--- src/rtl/bnn_pkg.sv ---
// bnn_pkg: shared definitions for the host-side BNN classifier blocks.
//   - sequencer state encoding
//   - bit positions inside the classifier's uo_out bus
//   - feature slot order on the ui_in/uio_in lines
//   - default vote batch size and capture timeout
package bnn_pkg;

  typedef enum logic [1:0] {
    ST_COLLECT = 2'd0,
    ST_ARM     = 2'd1,
    ST_CAPTURE = 2'd2,
    ST_OUT     = 2'd3
  } state_e;

  // classifier uo_out layout: [2:0]=class, [3]=done, [7:4]=hidden_act
  localparam int CLS_LSB  = 0;
  localparam int DONE_BIT = 3;
  localparam int HID_LSB  = 4;

  // feature slots, in the order nibbles arrive
  localparam int SLOT_HEIGHT = 0;
  localparam int SLOT_COLOR  = 1;
  localparam int SLOT_WIDTH  = 2;
  localparam int SLOT_STEM   = 3;

  localparam int NUM_FEAT_DEF = 4;
  localparam int FEAT_W_DEF   = 4;
  localparam int VOTE_N_DEF   = 3;
  localparam int TIMEOUT_DEF  = 32;

endpackage

--- src/rtl/bnn_done_edge.sv ---
// bnn_done_edge: registers the classifier done level every cycle and flags
// its rising edge. A done level held high is reported only once.
// Ports:
//   clk, rst_n  clock, asynchronous active-low reset
//   done        raw done level from the classifier
//   done_rise   one-cycle pulse: done high now, low last cycle
module bnn_done_edge (
  input  logic clk,
  input  logic rst_n,
  input  logic done,
  output logic done_rise
);

  logic done_prev_q;
  logic done_prev_d;

  always_comb begin
    done_prev_d = done;
  end

  always_ff @(posedge clk or negedge rst_n) begin
    if (!rst_n) begin
      done_prev_q <= 1'b0;
    end else begin
      done_prev_q <= done_prev_d;
    end
  end

  assign done_rise = done & ~done_prev_q;

endmodule

--- src/rtl/bnn_feature_sequencer.sv ---
// bnn_feature_sequencer: packs four feature nibbles onto the classifier
// input lines, runs the classifier for one pass, captures its class and
// hidden activations, and majority-votes VOTE_N vectors into one result.
// Ports:
//   clk, rst_n                      clock, asynchronous active-low reset
//   s_valid/s_ready/s_feat          feature nibble stream in
//   clf_ui_in, clf_uio_in, clf_ena  classifier inputs
//   clf_uo_out                      classifier output bus
//   m_valid/m_ready                 batch result handshake
//   m_class, m_votes1, m_hidden,
//   m_timeout                       batch result fields
//   busy                            high outside COLLECT
//
// state      | meaning
// -----------+-----------------------------------------------------------
// ST_COLLECT | accepting nibbles into slots 0..3
// ST_ARM     | classifier enabled; first done edge is dropped (stale pass)
// ST_CAPTURE | next done edge samples class and hidden activations
// ST_OUT     | batch result presented until m_ready
module bnn_feature_sequencer
  import bnn_pkg::*;
#(
  parameter int NUM_FEAT = NUM_FEAT_DEF,
  parameter int FEAT_W   = FEAT_W_DEF,
  parameter int VOTE_N   = VOTE_N_DEF,
  parameter int TIMEOUT  = TIMEOUT_DEF
) (
  input  logic              clk,
  input  logic              rst_n,
  input  logic              s_valid,
  output logic              s_ready,
  input  logic [FEAT_W-1:0] s_feat,
  output logic [7:0]        clf_ui_in,
  output logic [7:0]        clf_uio_in,
  output logic              clf_ena,
  input  logic [7:0]        clf_uo_out,
  output logic              m_valid,
  input  logic              m_ready,
  output logic              m_class,
  output logic [3:0]        m_votes1,
  output logic [3:0]        m_hidden,
  output logic              m_timeout,
  output logic              busy
);

  localparam int IDX_W = $clog2(NUM_FEAT);
  localparam int TMR_W = $clog2(TIMEOUT);

  state_e                           state_q, state_d;
  logic [IDX_W-1:0]                 idx_q, idx_d;
  logic [NUM_FEAT-1:0][FEAT_W-1:0]  feat_q, feat_d;
  logic [TMR_W-1:0]                 tmr_q, tmr_d;
  logic [3:0]                       votes1_q, votes1_d;
  logic [3:0]                       vcount_q, vcount_d;
  logic [3:0]                       hidden_q, hidden_d;
  logic                             timeout_q, timeout_d;
  logic                             s_ready_q, s_ready_d;

  logic       done_rise;
  logic       accept;
  logic       expired;
  logic [3:0] vcount_inc;
  logic [5:0] votes_x2;
  logic       unused_cls;

  bnn_done_edge u_done_edge (
    .clk       (clk),
    .rst_n     (rst_n),
    .done      (clf_uo_out[DONE_BIT]),
    .done_rise (done_rise)
  );

  // only class bit 0 is voted on
  assign unused_cls = ^clf_uo_out[CLS_LSB+1 +: 2];

  assign accept     = s_valid & s_ready_q;
  assign expired    = (tmr_q == '0);
  assign vcount_inc = vcount_q + 4'd1;
  assign votes_x2   = {1'b0, votes1_q, 1'b0};

  always_comb begin
    state_d   = state_q;
    idx_d     = idx_q;
    feat_d    = feat_q;
    tmr_d     = tmr_q;
    votes1_d  = votes1_q;
    vcount_d  = vcount_q;
    hidden_d  = hidden_q;
    timeout_d = timeout_q;

    unique case (state_q)
      ST_COLLECT: begin
        if (accept) begin
          feat_d[idx_q] = s_feat;
          if (idx_q == IDX_W'(NUM_FEAT - 1)) begin
            idx_d   = '0;
            tmr_d   = TMR_W'(TIMEOUT - 1);
            state_d = ST_ARM;
          end else begin
            idx_d = idx_q + 1'b1;
          end
        end
      end

      ST_ARM: begin
        // a discarded edge is not a capture, so it cannot rescue an expiry
        if (expired) begin
          timeout_d = 1'b1;
          state_d   = ST_OUT;
        end else begin
          tmr_d = tmr_q - 1'b1;
          if (done_rise) begin
            state_d = ST_CAPTURE;
          end
        end
      end

      ST_CAPTURE: begin
        if (!expired) begin
          tmr_d = tmr_q - 1'b1;
        end
        if (done_rise) begin
          votes1_d = votes1_q + {3'b000, clf_uo_out[CLS_LSB]};
          hidden_d = clf_uo_out[HID_LSB +: 4];
          vcount_d = vcount_inc;
          state_d  = (vcount_inc == 4'(VOTE_N)) ? ST_OUT : ST_COLLECT;
        end else if (expired) begin
          timeout_d = 1'b1;
          state_d   = ST_OUT;
        end
      end

      ST_OUT: begin
        if (m_ready) begin
          votes1_d  = '0;
          vcount_d  = '0;
          timeout_d = 1'b0;
          state_d   = ST_COLLECT;
        end
      end

      default: state_d = ST_COLLECT;
    endcase

    // registered so s_ready stays low while reset is asserted
    s_ready_d = (state_d == ST_COLLECT);
  end

  always_ff @(posedge clk or negedge rst_n) begin
    if (!rst_n) begin
      state_q   <= ST_COLLECT;
      idx_q     <= '0;
      feat_q    <= '0;
      tmr_q     <= '0;
      votes1_q  <= '0;
      vcount_q  <= '0;
      hidden_q  <= '0;
      timeout_q <= 1'b0;
      s_ready_q <= 1'b0;
    end else begin
      state_q   <= state_d;
      idx_q     <= idx_d;
      feat_q    <= feat_d;
      tmr_q     <= tmr_d;
      votes1_q  <= votes1_d;
      vcount_q  <= vcount_d;
      hidden_q  <= hidden_d;
      timeout_q <= timeout_d;
      s_ready_q <= s_ready_d;
    end
  end

  assign s_ready    = s_ready_q;
  assign clf_ui_in  = {feat_q[SLOT_COLOR], feat_q[SLOT_HEIGHT]};
  assign clf_uio_in = {feat_q[SLOT_STEM], feat_q[SLOT_WIDTH]};
  assign clf_ena    = (state_q == ST_ARM) || (state_q == ST_CAPTURE);
  assign busy       = (state_q != ST_COLLECT);
  assign m_valid    = (state_q == ST_OUT);
  assign m_class    = m_valid && !timeout_q && (votes_x2 > 6'(VOTE_N));
  assign m_votes1   = votes1_q;
  assign m_hidden   = hidden_q;
  assign m_timeout  = timeout_q;

endmodule

--- config.mk ---
export PLATFORM = sky130hd
export DESIGN_NAME = bnn_feature_sequencer
export DESIGN_NICKNAME = d
export VERILOG_FILES = /design/src/rtl/bnn_pkg.sv /design/src/rtl/bnn_done_edge.sv /design/src/rtl/bnn_feature_sequencer.sv
export SDC_FILE = /design/constraint.sdc
export NUM_CORES = 1
export LEC_CHECK = 0
export ABC_CLOCK_PERIOD_IN_PS = 1800
export CORE_ASPECT_RATIO = 0.75
export CORE_UTILIZATION = 35
export DETAILED_ROUTE_END_ITERATION = 10
export REMOVE_ABC_BUFFERS = 1
export SYNTH_ARGS = -nofsm -noshare
export SYNTH_HDL_FRONTEND = slang
export SYNTH_SLANG_ARGS = --single-unit
--- constraint.sdc ---
create_clock -name clk -period 1.8 [get_ports clk]
set_input_delay 0.18 -clock clk [delete_from_list [all_inputs] [get_ports clk]]
set_output_delay 0.18 -clock clk [all_outputs]
set_load 0.02 [all_outputs]
==> results of run 1 <==
==> through the flow <==
stage	worst slack, ns	area, um^2
6_report	0.0682	2710
5_1_grt	0.00233	2710
4_1_cts	0.0181	2660
3_5_place_dp	0.0268	2570
3_3_place_gp	0.0388	2570
2_1_floorplan	0.0205	1970
==> worst paths after layout <==
path,end,slack [ns],cells after the start,startpoint
worst max-delay path,m_valid,0.07,4,state_q[1]$_DFF_PN0_
worst min register to register,m_hidden[2]$_DFFE_PN0P_,0.51,1,m_hidden[2]$_DFFE_PN0P_
worst min-delay path,clf_ui_in[6]$_DFFE_PN0P_,0.41,2,rst_n
min in group clk,u_done_edge.done_prev_q$_DFF_PN0_,0.41,1,clf_uo_out[3]
max in group asynchronous,tmr_q[4]$_DFFE_PN0P_,0.84,3,rst_n
worst max register to register,s_ready$_DFF_PN0_,0.10,7,tmr_q[1]$_DFFE_PN0P_
==> layer usage <==
layer | vias to the layer above | track usage (%)
met5 | - | 0
met4 | 0 | 6.05
met3 | 7 | 3.72
met2 | 24 | 21.6
met1 | 713 | 23.4
li1 | 727 | -
==> final cells by class <==
| class | instances | area [um^2] | area share (%) |
|---|---|---|---|
| clock buffers | 6 | 72.6 | 2.68 |
| well taps | 75 | 93.8 | 3.46 |
| clock inverters | 1 | 5.00 | 0.185 |
| flip-flops and latches | 40 | 1000 | 36.9 |
| inverters | 8 | 30.0 | 1.11 |
| multi-input cells | 121 | 971 | 35.8 |
| repair buffers | 59 | 539 | 19.9 |
==> synth_stat cells, types with 3 or more instances <==
| master | number | area, um^2 |
|---|---|---|
| ha_1 | 15 | 188 |
| nand2_1 | 15 | 56.3 |
| nand3_1 | 5 | 25.0 |
| nor2_1 | 8 | 30.0 |
| nor3_1 | 4 | 20.0 |
| nor2b_1 | 3 | 18.8 |
| mux2_2 | 21 | 236 |
| dfrtp_1 | 40 | 1000 |
| xor2_1 | 4 | 35.0 |
| o21ai_0 | 12 | 60.1 |
| inv_1 | 8 | 30.0 |
| a21oi_1 | 5 | 25.0 |
==> registers in the layout, indices dropped and copies added, names as in the netlist <==
signal                   cells
clf_ui_in                    8
clf_uio_in                   8
tmr_q                        5
m_hidden                     4
m_votes1                     4
vcount_q                     4
idx_q                        2
state_q                      2
m_timeout                    1
s_ready                      1
u_done_edge.done_prev_q      1
==> worst reg2reg max path: stages, from the launching register on <==
cell	delay (ns)
dfrtp_1	0.40
inv_1	0.08
ha_1	0.16
or4b_4	0.49
a21oi_4	0.14
o22ai_1	0.10
a21oi_1	0.15
nor2b_1	0.06
==> logic make-up (layout without fill, tap and decap cells) <==
group / Yosys count / count (layout) / share of synthesized area, %
simple gates: 50 / 50 / 14.1
compound gates: 29 / 29 / 9.00
fa+ha+maj: 15 / 15 / 9.51
buf+inv: 10 / 74 / 1.96
flops: 40 / 40 / 50.7
mux: 23 / 23 / 13.0
xor+xnor: 4 / 4 / 1.77
==> power by group <==
part	switching, W	leakage [nW]	internal [W]
Combinational	0.000895	0.683	0.000958
Sequential	0.000236	0.477	0.00123
Clock	0.000292	0.0410	0.000264
Total	0.00142	1.20	0.00245
==> timing repair <==
action,in CTS,in global routing
endpoints found under the setup margin,4,11
resized for setup,4,10
buffers inserted,0,3
pin swaps,0,2
hold endpoints to repair,21,0
hold buffers,1,0
==> impl_metrics.yaml, run 1 <==
routing:
  postRouteAntennaNets: 0
  drt_iter0_markers: 65
  routed-wl-met2_um: 1820
  wl_met3_um: 137
  vias: 1471
  via_per_inst: 4.75
  top_layer: "met4"
  drt_wl_total_um: 4150
  drc: 0
  wl_met1_um: 2130
  post_drt_wl_per_cell_um: 13.4
  dr.pass1.iters: 4
power:
  powerDensity_nw_per_um2: 1430
  irDropWorstVdd_v: 0.000444
  p_leak_nw: 1.20
  p_total_w: 0.00388
cells_and_area:
  diodes: 0
  final_common_cell: "dfrtp_1"
  utilization_pct: 50.4
  fin_nets: 266
  finalNonFillerCells: 310
  nFillCells: 524
  syn2layout_area_growth_pct: 37.4
  final_layout_size_suffix_gt1_share_pct: 24.3
  final_cell_mix: "dfrtp_1, clkdlybuf4s50_1, mux2_2"
global_route:
  grt_pass1_wl_um: 6830
  first_global_vias: 1377
  antenna_found_initial: 0
  grt_max_degree: 24
  grt_overflow: 0
  grt.total_usage_pct: 15.7
synth:
  synthArstFlopShare_pct: 100
  synth.distinct_cells: 37
  synth_area_per_cell_um2: 11.5
  yosysSeqAreaShare_pct: 50.7
  ys_ff_latch: 40
  synthFlopType: "dfrtp_1"
  yosys_warnings: 0
  synthCells: 171
  synth_edf_count: 0
  synthesis.area_um2: 1970
sta:
  skew_ns: 0.00695
  hold_ws_ns: 0.406
  maxSlewHeadroom_pct: 65.2
  fin_crit_sh_pct: 96.2
  setup_viol: 0
  fin_crit_ns: 1.73
  tightestPinTransition_ns: 0.523
  setup_tns_ns: 0
  drv_slew: 0
  rsz0062_at_grt: "false"
  fmax_mhz: 577
  hold_violations: 0
critical_path:
  crit_top_cell: "buf_4"
  critPathBufInv: 3
  cp_max_fo: 6
  cp-start-kind: "register"
  cp.required_ns: 1.62
  end_kind: "output port"
  worstPathArrival_ns: 1.55
  critical-path-slowest-cell: "dfrtp_1"
  crit_chain: "buf_4 > ha_1 > buf_4 > dlygate4sd2_1"
  critical_path_class: "register to output port"
  cp_slowest_stage_delay_ns: 0.41
  path_delay_family: "buffers and inverters"
clocking:
  cts.sinks: 40
  clk_latency_ns: 0.29
  clock_path_buffers: 2
  cts.reportedPaths.clkPinSlew_ns: 0.07
  cts_tree: "done"
  root_buffer: "clkbuf_8"
  cts.htree.levels: 2
  cts_buffers: 5
worst_hold_path:
  holdCritPathClass: "primary input to async pin"
floorplanning:
  start_util_pct: 36.7
  die-area_um2: 5950
  die_h_um: 67.0
  io_pins: 46
  floorplan.rows: 23
  coreArea_um2: 5380
  fp.dieW_um: 88.7
placed_design:
  dp_cells: 299
  dp_hpwl_um: 3160
  port_buffers: 43
  place_congestion: 0.760
job:
  cap_violations: 0
status:
  status: "complete, no violations"
(Power assumes the default switching activity.)
==> inputs of run 2 (changes only) <==
--- a/config.mk
+++ b/config.mk
@@ -12,4 +12,5 @@
 export REMOVE_ABC_BUFFERS = 1
 export SYNTH_ARGS = -nofsm -noshare
 export SYNTH_HDL_FRONTEND = slang
+export SYNTH_HIERARCHICAL = 1
 export SYNTH_SLANG_ARGS = --single-unit
==> run 2 against run 1 <==
  * Flip-flop and latch count unchanged
  * Critical endpoint is now s_ready$_DFF_PN0_
  * Total power up 9.3%
  * Highest routed layer unchanged
  * Non-clock buffer count down 5
==> impl_metrics.yaml, run 2 <==
status:
  status: "complete, no violations"
critical_path:
  critical-path-slowest-cell: "or4b_4"
  critical_path_depth: 7
  crit_chain: "inv_2 > ha_1 > or4b_4 > a21oi_2 > a21oi_1 > a32oi_1 > nor2_1"
  cp.required_ns: 1.98
  critPathBufInv: 1
  worstPathArrival_ns: 1.93
  end_kind: "register"
  path_delay_family: "simple AND/OR/NAND/NOR gates"
  rrSetupSlack_ns: 0.05
  cp_max_fo: 4
  worstRegToRegCells: 7
  cp_slowest_stage_delay_ns: 0.49
  cp-start-kind: "register"
  critical_path_class: "register to register"
global_route:
  grt.total_usage_pct: 14.9
  grt_pass1_wl_um: 6500
  first_global_vias: 1353
  grt_max_degree: 22
  antenna_found_initial: 0
  grt_overflow: 0
sta:
  hold_ws_ns: 0.358
  fin_crit_sh_pct: 97.4
  fmax_mhz: 571
  hold_violations: 0
  setup_viol: 0
  tightestPinTransition_ns: 0.494
  drv_slew: 0
  rsz0062_at_grt: "true"
  fin_crit_ns: 1.75
  skew_ns: 0.00718
  maxSlewHeadroom_pct: 67.1
placed_design:
  place_congestion: 0.827
  dp_hpwl_um: 2970
  port_buffers: 43
synth:
  yosys.area.top_type_share_pct: 50.0
  synth.distinct_cells: 37
  synth_compound_area_share_pct: 10.8
  ys_ff_latch: 40
  synth-simple-area-share_pct: 12.1
  synthArstFlopShare_pct: 100
  synth_edf_count: 0
  synthFlopType: "dfrtp_1"
  synthCells: 174
  yosysSeqAreaShare_pct: 50.0
  synth.most_common_cell: "dfrtp_1"
  synth_adder_area_share_pct: 9.38
  synthMuxAreaShare_pct: 12.4
  synthesis.area_um2: 2000
  synth-xor-area-share_pct: 2.62
  yosys.area.top_type: "dfrtp_1"
  synthTopCellsByCount: "dfrtp_1, mux2_2, ha_1, nand2_1"
  synth_area_per_cell_um2: 11.5
  yosys-top-cells-area: "dfrtp_1, mux2_2, ha_1, o21ai_0, nand2_1"
  synth_top_family_by_area: "multiplexers"
  yosys_warnings: 6
floorplanning:
  die-area_um2: 6030
  coreArea_um2: 5440
  start_util_pct: 36.8
  floorplan.rows: 23
  io_pins: 46
  fp.dieW_um: 89.3
  die_h_um: 67.5
cells_and_area:
  syn2layout_area_growth_pct: 38.6
  final_common_cell: "dfrtp_1"
  utilization_pct: 51.0
  diodes: 0
  final_cell_mix: "dfrtp_1, clkdlybuf4s50_1, mux2_2"
  final_layout_size_suffix_gt1_share_pct: 24.0
  fin_nets: 263
  nFillCells: 476
routing:
  dr.pass1.iters: 4
  vias: 1443
  postRouteAntennaNets: 0
  drt_iter0_markers: 55
  drt_wl_total_um: 4030
  drc: 0
  post_drt_wl_per_cell_um: 13.1
  via_per_inst: 4.69
clocking:
  clk_latency_ns: 0.30
  cts.sinks: 40
  clock_path_buffers: 2
  cts.reportedPaths.clkPinSlew_ns: 0.08
  cts_buffers: 5
  cts_setup_buffers: 0
  root_buffer: "clkbuf_8"
  cts_tree: "done"
  cts.htree.levels: 2
worst_hold_path:
  holdCritPathClass: "primary input to register"
  hold_depth: 1
power:
  powerDensity_nw_per_um2: 1530
  p_leak_nw: 1.21
  irDropWorstVdd_v: 0.000797
job:
  cap_violations: 0
[run 2: final timing paths]
check                                           from                                 to
min                                    clf_uo_out[3]  u_done_edge/done_prev_q$_DFF_PN0_
max reg2reg                     tmr_q[0]$_DFFE_PN0P_                  s_ready$_DFF_PN0_
min in group asynchronous                      rst_n            m_hidden[2]$_DFFE_PN0P_
max in group asynchronous                      rst_n               state_q[0]$_DFF_PN0_
min reg2reg                clf_uio_in[2]$_DFFE_PN0P_          clf_uio_in[2]$_DFFE_PN0P_
max                             tmr_q[0]$_DFFE_PN0P_                  s_ready$_DFF_PN0_
[run 2: kinds of logic (layout without fill, tap and decap cells)]
logic type / count (synthesis) / in the layout
buffers and inverters: 14 / 73
xor gates and xnor gates: 6 / 6
and+or+nand+nor: 44 / 44
AOI/OAI and AO/OA: 33 / 33
muxes: 22 / 22
adders and majority gates: 15 / 15
DFF: 40 / 40
[run 2: metal layers]
layer  part of all wire, %  vias to the layer above  track usage [%]  routed length (um)
met4                   1.9                        0             6.55                  78
met3                   2.8                        7             3.67                 113
met1                    52                      682             22.1                2120
li1                      -                      734                -                   -
met5                     0                        -                0                   0
met2                    43                       20             20.2                1720
[run 2: area by class of cell]
type | count | area [um^2] | share of cell area, %
Clock buffer | 5 | 68.8 | 2.48
Tap cell | 75 | 93.8 | 3.38
Inverter | 11 | 41.3 | 1.49
Clock inverter | 3 | 90.1 | 3.25
Timing Repair Buffer | 54 | 515 | 18.6
Sequential cell | 40 | 1000 | 36.1
Multi-Input combinational cell | 120 | 963 | 34.7
[run 2: timing repair]
item                       in CTS  in global routing
pin swaps                       0                  2
resized for setup               4                 13
setup endpoints to repair       4                 24
hold endpoints to repair       20                  0
hold buffers                    1                  0
[run 2: per-stage QoR]
stage               setup TNS, ns  cell area (um^2)  setup slack (ns)  cells  power, W
CTS                             0              2760            0.0141    308   0.00426
finish                          0              2780            0.0472    308   0.00424
floorplan                       0              1990           0.00966    171   0.00243
detailed placement              0              2590            0.0467    299   0.00322
global route              -0.0742              2780           -0.0344    308   0.00450
global placement                0              2590            0.0631    299   0.00320
[run 2: power breakdown]
group          switching (W)  leakage [nW]  internal (W)  total (W)
clock network       0.000331        0.0784      0.000694    0.00102
logic               0.000851         0.658      0.000905    0.00176
registers           0.000233         0.474       0.00123    0.00146
==> inputs of run 3 (changes only) <==
--- a/config.mk
+++ b/config.mk
@@ -6,7 +6,9 @@
 export NUM_CORES = 1
 export LEC_CHECK = 0
 export ABC_CLOCK_PERIOD_IN_PS = 1800
+export CAP_MARGIN = 20
 export CORE_ASPECT_RATIO = 0.75
+export CORE_MARGIN = 1
 export CORE_UTILIZATION = 35
 export DETAILED_ROUTE_END_ITERATION = 10
 export REMOVE_ABC_BUFFERS = 1
==> results of run 3 <==
The final DEF is identical to that of run 2; final timing and power are the same.
